### src/rtl/dmem_arb_pkg.sv
// dmem_arb_pkg: shared types and defaults for the data-memory arbiter.
//   arb_state_e   : arbiter ownership state (idle, core owns, DMA owns)
//   owner_e       : identity of the most recent owner, used to break ties
//   ARB_MAX_BURST : default burst bound for one owner under contention
package dmem_arb_pkg;

  typedef enum logic [1:0] {
    ST_IDLE,
    ST_CORE,
    ST_DMA
  } arb_state_e;

  typedef enum logic {
    OWN_CORE,
    OWN_DMA
  } owner_e;

  localparam int ARB_MAX_BURST = 4;

endpackage

### src/rtl/dmem_arbiter.sv
// dmem_arbiter: shares the single-ported data memory between the core
// load/store port and a DMA/loader requester. One requester is granted per
// cycle; ownership is round-robin with a burst bound of MAX_BURST cycles
// while the other side waits. The granted side's address, write data and
// write enable are muxed onto the memory; read data is broadcast to both.
//
// Ports:
//   clk, reset                         : clock, synchronous active-high reset
//   core_req/we/addr/wdata             : core request (held until granted)
//   core_gnt, core_rdata               : core grant (combinational), read data
//   dma_req/we/addr/wdata              : DMA request (held until granted)
//   dma_gnt, dma_rdata                 : DMA grant (combinational), read data
//   mem_we, mem_addr, mem_wdata        : to data_memory
//   mem_rdata                          : from data_memory (combinational read)
module dmem_arbiter
  import dmem_arb_pkg::*;
#(
  parameter int ADDR_W    = 32,
  parameter int DATA_W    = 32,
  parameter int MAX_BURST = ARB_MAX_BURST
) (
  input  logic              clk,
  input  logic              reset,
  input  logic              core_req,
  input  logic              core_we,
  input  logic [ADDR_W-1:0] core_addr,
  input  logic [DATA_W-1:0] core_wdata,
  output logic              core_gnt,
  output logic [DATA_W-1:0] core_rdata,
  input  logic              dma_req,
  input  logic              dma_we,
  input  logic [ADDR_W-1:0] dma_addr,
  input  logic [DATA_W-1:0] dma_wdata,
  output logic              dma_gnt,
  output logic [DATA_W-1:0] dma_rdata,
  output logic              mem_we,
  output logic [ADDR_W-1:0] mem_addr,
  output logic [DATA_W-1:0] mem_wdata,
  input  logic [DATA_W-1:0] mem_rdata
);

  // A one-cycle burst still needs a 1-bit counter that simply stays at zero.
  localparam int               CNT_W   = (MAX_BURST > 1) ? $clog2(MAX_BURST) : 1;
  localparam logic [CNT_W-1:0] CNT_MAX = CNT_W'(MAX_BURST - 1);

  arb_state_e       state;
  owner_e           last;
  logic [CNT_W-1:0] count;

  always_ff @(posedge clk) begin
    if (reset) begin
      state <= ST_IDLE;
      count <= '0;
      last  <= OWN_DMA;   // core wins the first tie after reset
    end else begin
      case (state)
        ST_IDLE: begin
          count <= '0;
          if (core_req && dma_req) begin
            state <= (last == OWN_DMA) ? ST_CORE : ST_DMA;
          end else if (core_req) begin
            state <= ST_CORE;
          end else if (dma_req) begin
            state <= ST_DMA;
          end
        end

        ST_CORE: begin
          if (!core_req) begin
            state <= dma_req ? ST_DMA : ST_IDLE;
            count <= '0;
            last  <= OWN_CORE;
          end else if ((count == CNT_MAX) && dma_req) begin
            state <= ST_DMA;
            count <= '0;
            last  <= OWN_CORE;
          end else if (count != CNT_MAX) begin
            count <= count + 1'b1;
          end
        end

        ST_DMA: begin
          if (!dma_req) begin
            state <= core_req ? ST_CORE : ST_IDLE;
            count <= '0;
            last  <= OWN_DMA;
          end else if ((count == CNT_MAX) && core_req) begin
            state <= ST_CORE;
            count <= '0;
            last  <= OWN_DMA;
          end else if (count != CNT_MAX) begin
            count <= count + 1'b1;
          end
        end

        default: begin
          state <= ST_IDLE;
          count <= '0;
        end
      endcase
    end
  end

  // Grants and the write strobe are gated by reset so a mid-burst reset
  // cannot commit a write in the cycle it is asserted.
  always_comb begin
    core_gnt  = 1'b0;
    dma_gnt   = 1'b0;
    mem_we    = 1'b0;
    mem_addr  = '0;
    mem_wdata = '0;
    case (state)
      ST_CORE: begin
        core_gnt  = core_req & ~reset;
        mem_we    = core_req & core_we & ~reset;
        mem_addr  = core_addr;
        mem_wdata = core_wdata;
      end
      ST_DMA: begin
        dma_gnt   = dma_req & ~reset;
        mem_we    = dma_req & dma_we & ~reset;
        mem_addr  = dma_addr;
        mem_wdata = dma_wdata;
      end
      default: begin
        mem_we = 1'b0;
      end
    endcase
  end

  assign core_rdata = mem_rdata;
  assign dma_rdata  = mem_rdata;

endmodule

### config.mk
export PLATFORM = sky130hd
export DESIGN_NAME = dmem_arbiter
export DESIGN_NICKNAME = d
export VERILOG_FILES = /design/src/rtl/dmem_arb_pkg.sv /design/src/rtl/dmem_arbiter.sv
export SDC_FILE = /design/constraint.sdc
export NUM_CORES = 1
export LEC_CHECK = 0
export ABC_AREA = 1
export CAP_MARGIN = 20
export CORE_AREA = 2 2 115 117
export DETAILED_ROUTE_END_ITERATION = 6
export DIE_AREA = 0 0 117 119
export HOLD_SLACK_MARGIN = 0.08
export PLACE_DENSITY = 0.58
export SETUP_SLACK_MARGIN = 0.3
export SLEW_MARGIN = 20
export SYNTH_ARGS = -nofsm -noshare
export SYNTH_HDL_FRONTEND = slang
export SYNTH_SLANG_ARGS = --single-unit
### constraint.sdc
create_clock -name clk -period 1.8 [get_ports clk]
set_clock_uncertainty 0.1 [all_clocks]
set_input_delay 0.36 -clock clk [delete_from_list [all_inputs] [get_ports clk]]
set_output_delay 0.36 -clock clk [all_outputs]
set_load 0.01 [all_outputs]
---- After elaboration in Yosys (flattened, before gate mapping) ----
Cells that the tools add are included.
cells by class
  add/sub/neg operators ................... 1
  multipliers ............................. 0
  div/mod/pow operators ................... 0
  order comparisons ....................... 0
  equality and inequality tests ........... 7
  shift-type cells ........................ 0
  multiplexer cells ....................... 27
  bitwise gates (word level) .............. 7
  reductions and logical operators ........ 7
operators by type and width
  kind                                                                   number
  32-bit one-hot mux with 2 select lines                                 2
  2-bit 2-to-1 mux                                                       14
  1-bit 2-to-1 mux                                                       7
  1-bit AND                                                              6
  3-bit inequality test, second input constant                           2
  2-bit one-hot mux with 3 select lines                                  1
  3-bit AND reduction                                                    2
  2-bit equality test, second input constant                             2
  4-bit inequality test, second input constant                           1
  1-bit one-hot mux with 2 select lines                                  2
  2-bit one-hot mux with 2 select lines                                  1
  1-bit logical AND                                                      3
  2-bit by 1-bit adder with 2-bit output, second input constant          1
  2-bit by 1-bit equality test with 1-bit output, second input constant  1
  2-bit logical NOT                                                      1
  2-bit inequality test, second input constant                           1
  2-bit nonzero test                                                     1
  1-bit inverter                                                         1
word-level totals
  register bits after elaboration ......... 5
  bits in latches ......................... 0
  memory bits (writable) .................. 0
  memory bits (read-only) ................. 0
  input port bits ......................... 166
  logic and storage cells ................. 52
  memories kept ........................... 0

---- Longest topological paths before layout ----
  depth in word-level cells ............... 5
  gate-level depth with buffers ........... 10
  gate-level depth less buffers ........... 9

---- Worst setup path before layout ----
No wires, ideal clock.
  path type ............................... reg2out
  start point ............................. register state[0]
  end point ............................... output mem_we
  data arrival time ....................... 1.340 ns
  required time ........................... 1.340 ns
  setup slack ............................. 0.000 ns
  cell stages (with the launch flop) ...... 6
  buffers on the path ..................... 2
  cells stage by stage .................... dfxtp_1 inv_1 ha_1 buf_2 buf_4 a2111oi_2
on the way
  cells in the longest elaborated chain, start to end .. 2
  elaborated cells on any way between the ends .. 3
  those cells by class .................... eq/ne (2); mux (1)
ends and longest elaborated chain
  what                                                                                   RTL line             source
  start: declaration                                                                     dmem_arbiter.sv:46   arb_state_e state;
  start signal: assignment                                                               dmem_arbiter.sv:60   state <= (last == OWN_DMA) ? ST_CORE : ST_DMA;
  start signal: assignment                                                               dmem_arbiter.sv:70   state <= dma_req ? ST_DMA : ST_IDLE;
  start signal: assignment                                                               dmem_arbiter.sv:84   state <= core_req ? ST_CORE : ST_IDLE;
  2-bit equality test or 2-bit by 1-bit equality test with 1-bit output (tied branches)  dmem_arbiter.sv:112  case (state)
  1-bit one-hot mux with 2 select lines (*)                                              dmem_arbiter.sv:112
  end: declaration                                                                       dmem_arbiter.sv:36   output logic mem_we,
Every way passes the cells marked *; elsewhere a longest branch is shown, timed or not.

---- Worst setup path in the final report ----
  start point ............................. register state[0]
  end point ............................... output mem_wdata[24]
on the way
  cells in the longest elaborated chain, start to end .. 2
  elaborated cells on any way between the ends .. 3
  those cells by class .................... eq/ne (2); mux (1)
ends and longest elaborated chain
  what                                                                                   RTL line             source
  2-bit equality test or 2-bit by 1-bit equality test with 1-bit output (tied branches)  dmem_arbiter.sv:112
  32-bit one-hot mux with 2 select lines (*)                                             dmem_arbiter.sv:112
  end: declaration                                                                       dmem_arbiter.sv:38   output logic [DATA_W-1:0] mem_wdata,
Marks and branches as above.

==> summary.md <==
| Metric | Value |
|---|---|
| Skew-Pair Late Insertion Delay | 0.23 ns |
| Tot Pwr | 5.00 mW |
| Clock Tree Buf Depth | 2 |
| PnR worst setup slack | -0.198 ns |
| Hold_buf cts | 0 |
| Routed via count | between 2000 and 3000 |
| # H-tree levels | 1 |
| Ys Warns | 0 |
| Post-route ant nets | 0 |
| Slew headroom | between 80% and 90% |
| Layout fillers | about 1300 |
| Clk pin slew, worst setup/hold paths | 0.03 ns |
| Worst Path Arrival | 1.54 ns |
| Synth area leaders | nand2_1, buf_4, a21oi_1 |
| Final min period | 2.00 ns |
| Chip Width | about 120 µm |
| Simple-Gate Fraction of Synth Area | 34.0% |
| CTS buffer count | 3 |
| Num rows | 42 |
| Setup crit start kind | flip-flop |
| Setup violators final | between 60 and 70 |
| Most common cell after layout, fill and taps aside | clkdlybuf4s50_1 |
| Nature of the critical path endpoint | output port |
| Mux contribution to synthesized area | 0% |
| Fin. max-slew vios | 0 |
| Vias per cell | around 4.0 |
| Mapped Cells | ~330 |
| Fin crit share | 111% |
| Power Density | 1060 nW/µm² |
| Syn avg cell area | 5.29 µm² |
| RSZ-0062 raised after global routing | yes |
| # IOs | 297 |
| Failing checks | setup timing |
| Area leader, netlist | nand2_1 |
| Post-Synthesis Cell Area | 1760 µm² |
| WL final | between 9000 and 10000 µm |
| DRT iter0 DRCs | 94 |
| Wire per inst | roughly 14 µm |
| I/O Buffers | 200 |
| Layout cells sized above 1 | between 40% and 50% |
| Routability cong. | approximately 0.83 |
| Distinct cells, synth | 17 |
| Setup TNS | -8.77 ns |
| Sink Count | 5 |
| Critical path fanouts, max | 7 |
| Worst hold path type | reg -> reg |
| TritonCTS clock tree | done |
| Peak supply drop | ~400 µV |
| Pre-antenna DRT Iters | 4 |
| Initial antenna violation count | 0 |
| GRT Overall Usage | about an eighth |
| Die H | about 120 µm |
| Gr ovfl total | 0 |
| Least-Margin Pin Slew | 0.244 ns |
| Critical Path RT | 1.34 ns |
| Main combinational cell family by area after synthesis | buffers and inverters |
| Leak Pwr | about 1.8 nW |
| Synth Area in Compound Gates | ~22% |
| Final Hold Fails | 0 |
| Pin count of the biggest net entering global routing | 29 |
| Area Overhead vs Synth | 169% |
| First-pass GRT wire length | 13900 µm |
| Die area | 13900 µm² |
| Syn_nets | 502 |
| Core ar. | between 10000 and 15000 µm² |
| Nets@finish | 669 |
| DRC viols | 0 |
| Root Driver | clkbuf_16 |
| Post-synthesis xor/xnor area fraction | 0% |
| WS Path Type | reg -> out |
| Seq/Total Area, Yosys | 5.70% |
| Fmax | approximately 500 MHz |
| Most frequent cells in the layout | clkdlybuf4s50_1, nand2_1, a21oi_2 |
| Vias in the first global route | around 2800 |
| Status | complete, but fails checks |
| Yosys top cell area share | between 20 and 30% |
| Yosys reg bits | 5 |
| Initial core utilization | 13.6% |
| HPWL Detailed | 6430 µm |
| Antenna Diode Count | 0 |
| Max-cap viol count | 0 |
| Synth Area in Adders | 2.85% |
## layout make-up
type                            instances  area, µm²  area share, %
Timing Repair Buffer                  248       2580           54.6
Multi-Input combinational cell        233       1690           35.8
Tap cell                              176        220           4.67
Sequential cell                         5        108           2.28
Clock buffer                            4       78.8           1.67
Inverter                                8       45.0          0.954
## registers in the layout, summed over array words and instances, names as in the netlist
| register | cells |
|---|---|
| count | 2 |
| last | 1 |
| state | 2 |
## metrics by stage
stage / setup slack, ns / instances / utilization [%] / instance area [µm²] / hold slack [ns]
floorplan: 0.205 / 332 / - / 2280 / 0.322
global placement: -0.559 / 649 / 32.3 / 4160 / 0.336
detailed placement: -0.593 / 649 / 32.3 / 4160 / 0.354
CTS: -0.210 / 673 / 35.5 / 4570 / 0.355
global route: -0.250 / 674 / 36.7 / 4720 / 0.378
finish: -0.198 / 674 / 36.7 / 4720 / 0.347
## metal layers
layer / vias up / share of wire (%) / global-route usage [%]
met5: - / 0 / 0
met4: 0 / 1.6 / 3.01
met3: 15 / 8.3 / 2.80
met2: 127 / 52 / 23.3
met1: 1239 / 38 / 14.0
li1: 1323 / - / -
## repair_timing
| item | CTS | global route |
|---|---|---|
| resized for setup | 355 | 36 |
| endpoints found under the setup margin | 72 | 72 |
| pin swaps | 19 | 17 |
| setup buffers | 13 | 1 |
| gates cloned | 7 | 0 |
## path summary, 6_finish.rpt
check                         from               endpoint  slack, ns  cells past startpoint
max          state[0]$_SDFFE_PP0P_          mem_wdata[24]      -0.20                      7
min              last$_SDFFE_PP1P_      last$_SDFFE_PP1P_       0.35                      2
max reg2reg  state[1]$_SDFFE_PP0P_  state[1]$_SDFFE_PP0P_          0                     13
min reg2reg      last$_SDFFE_PP1P_      last$_SDFFE_PP1P_       0.35                      2
## power breakdown
group          switching [mW]  total [mW]  internal [mW]  leakage (nW)
sequential             0.0334       0.177          0.144        0.0422
combinational            2.15        4.45           2.30          1.71
clock                  0.0812       0.375          0.294        0.0382
total                    2.27        5.00           2.74          1.79
## synthesized netlist by cell type, drive strengths merged
library cell,count
o21ai,3
clkbuf,5
buf,81
dfxtp,5
nand4,1
nor2,10
a21oi,70
nand2,142
inv,8
a2111oi,1
ha,4
nand3,2
## critical path, cell delays in order, from the launching register on
cell     delay, ns
dfxtp_4       0.38
inv_4         0.05
ha_4          0.28
inv_8         0.07
buf_16        0.15
buf_12        0.13
a21oi_2       0.09
buf_2         0.14
## cells by family (layout without fill, tap and decap cells)
family | Yosys count | in the layout
DFF | 5 | 5
and+or+nand+nor | 155 | 155
AOI/OAI and AO/OA | 74 | 74
buffers and inverters | 94 | 260
adders and majority gates | 4 | 4
Note: power is estimated with default switching activity, not from simulation.
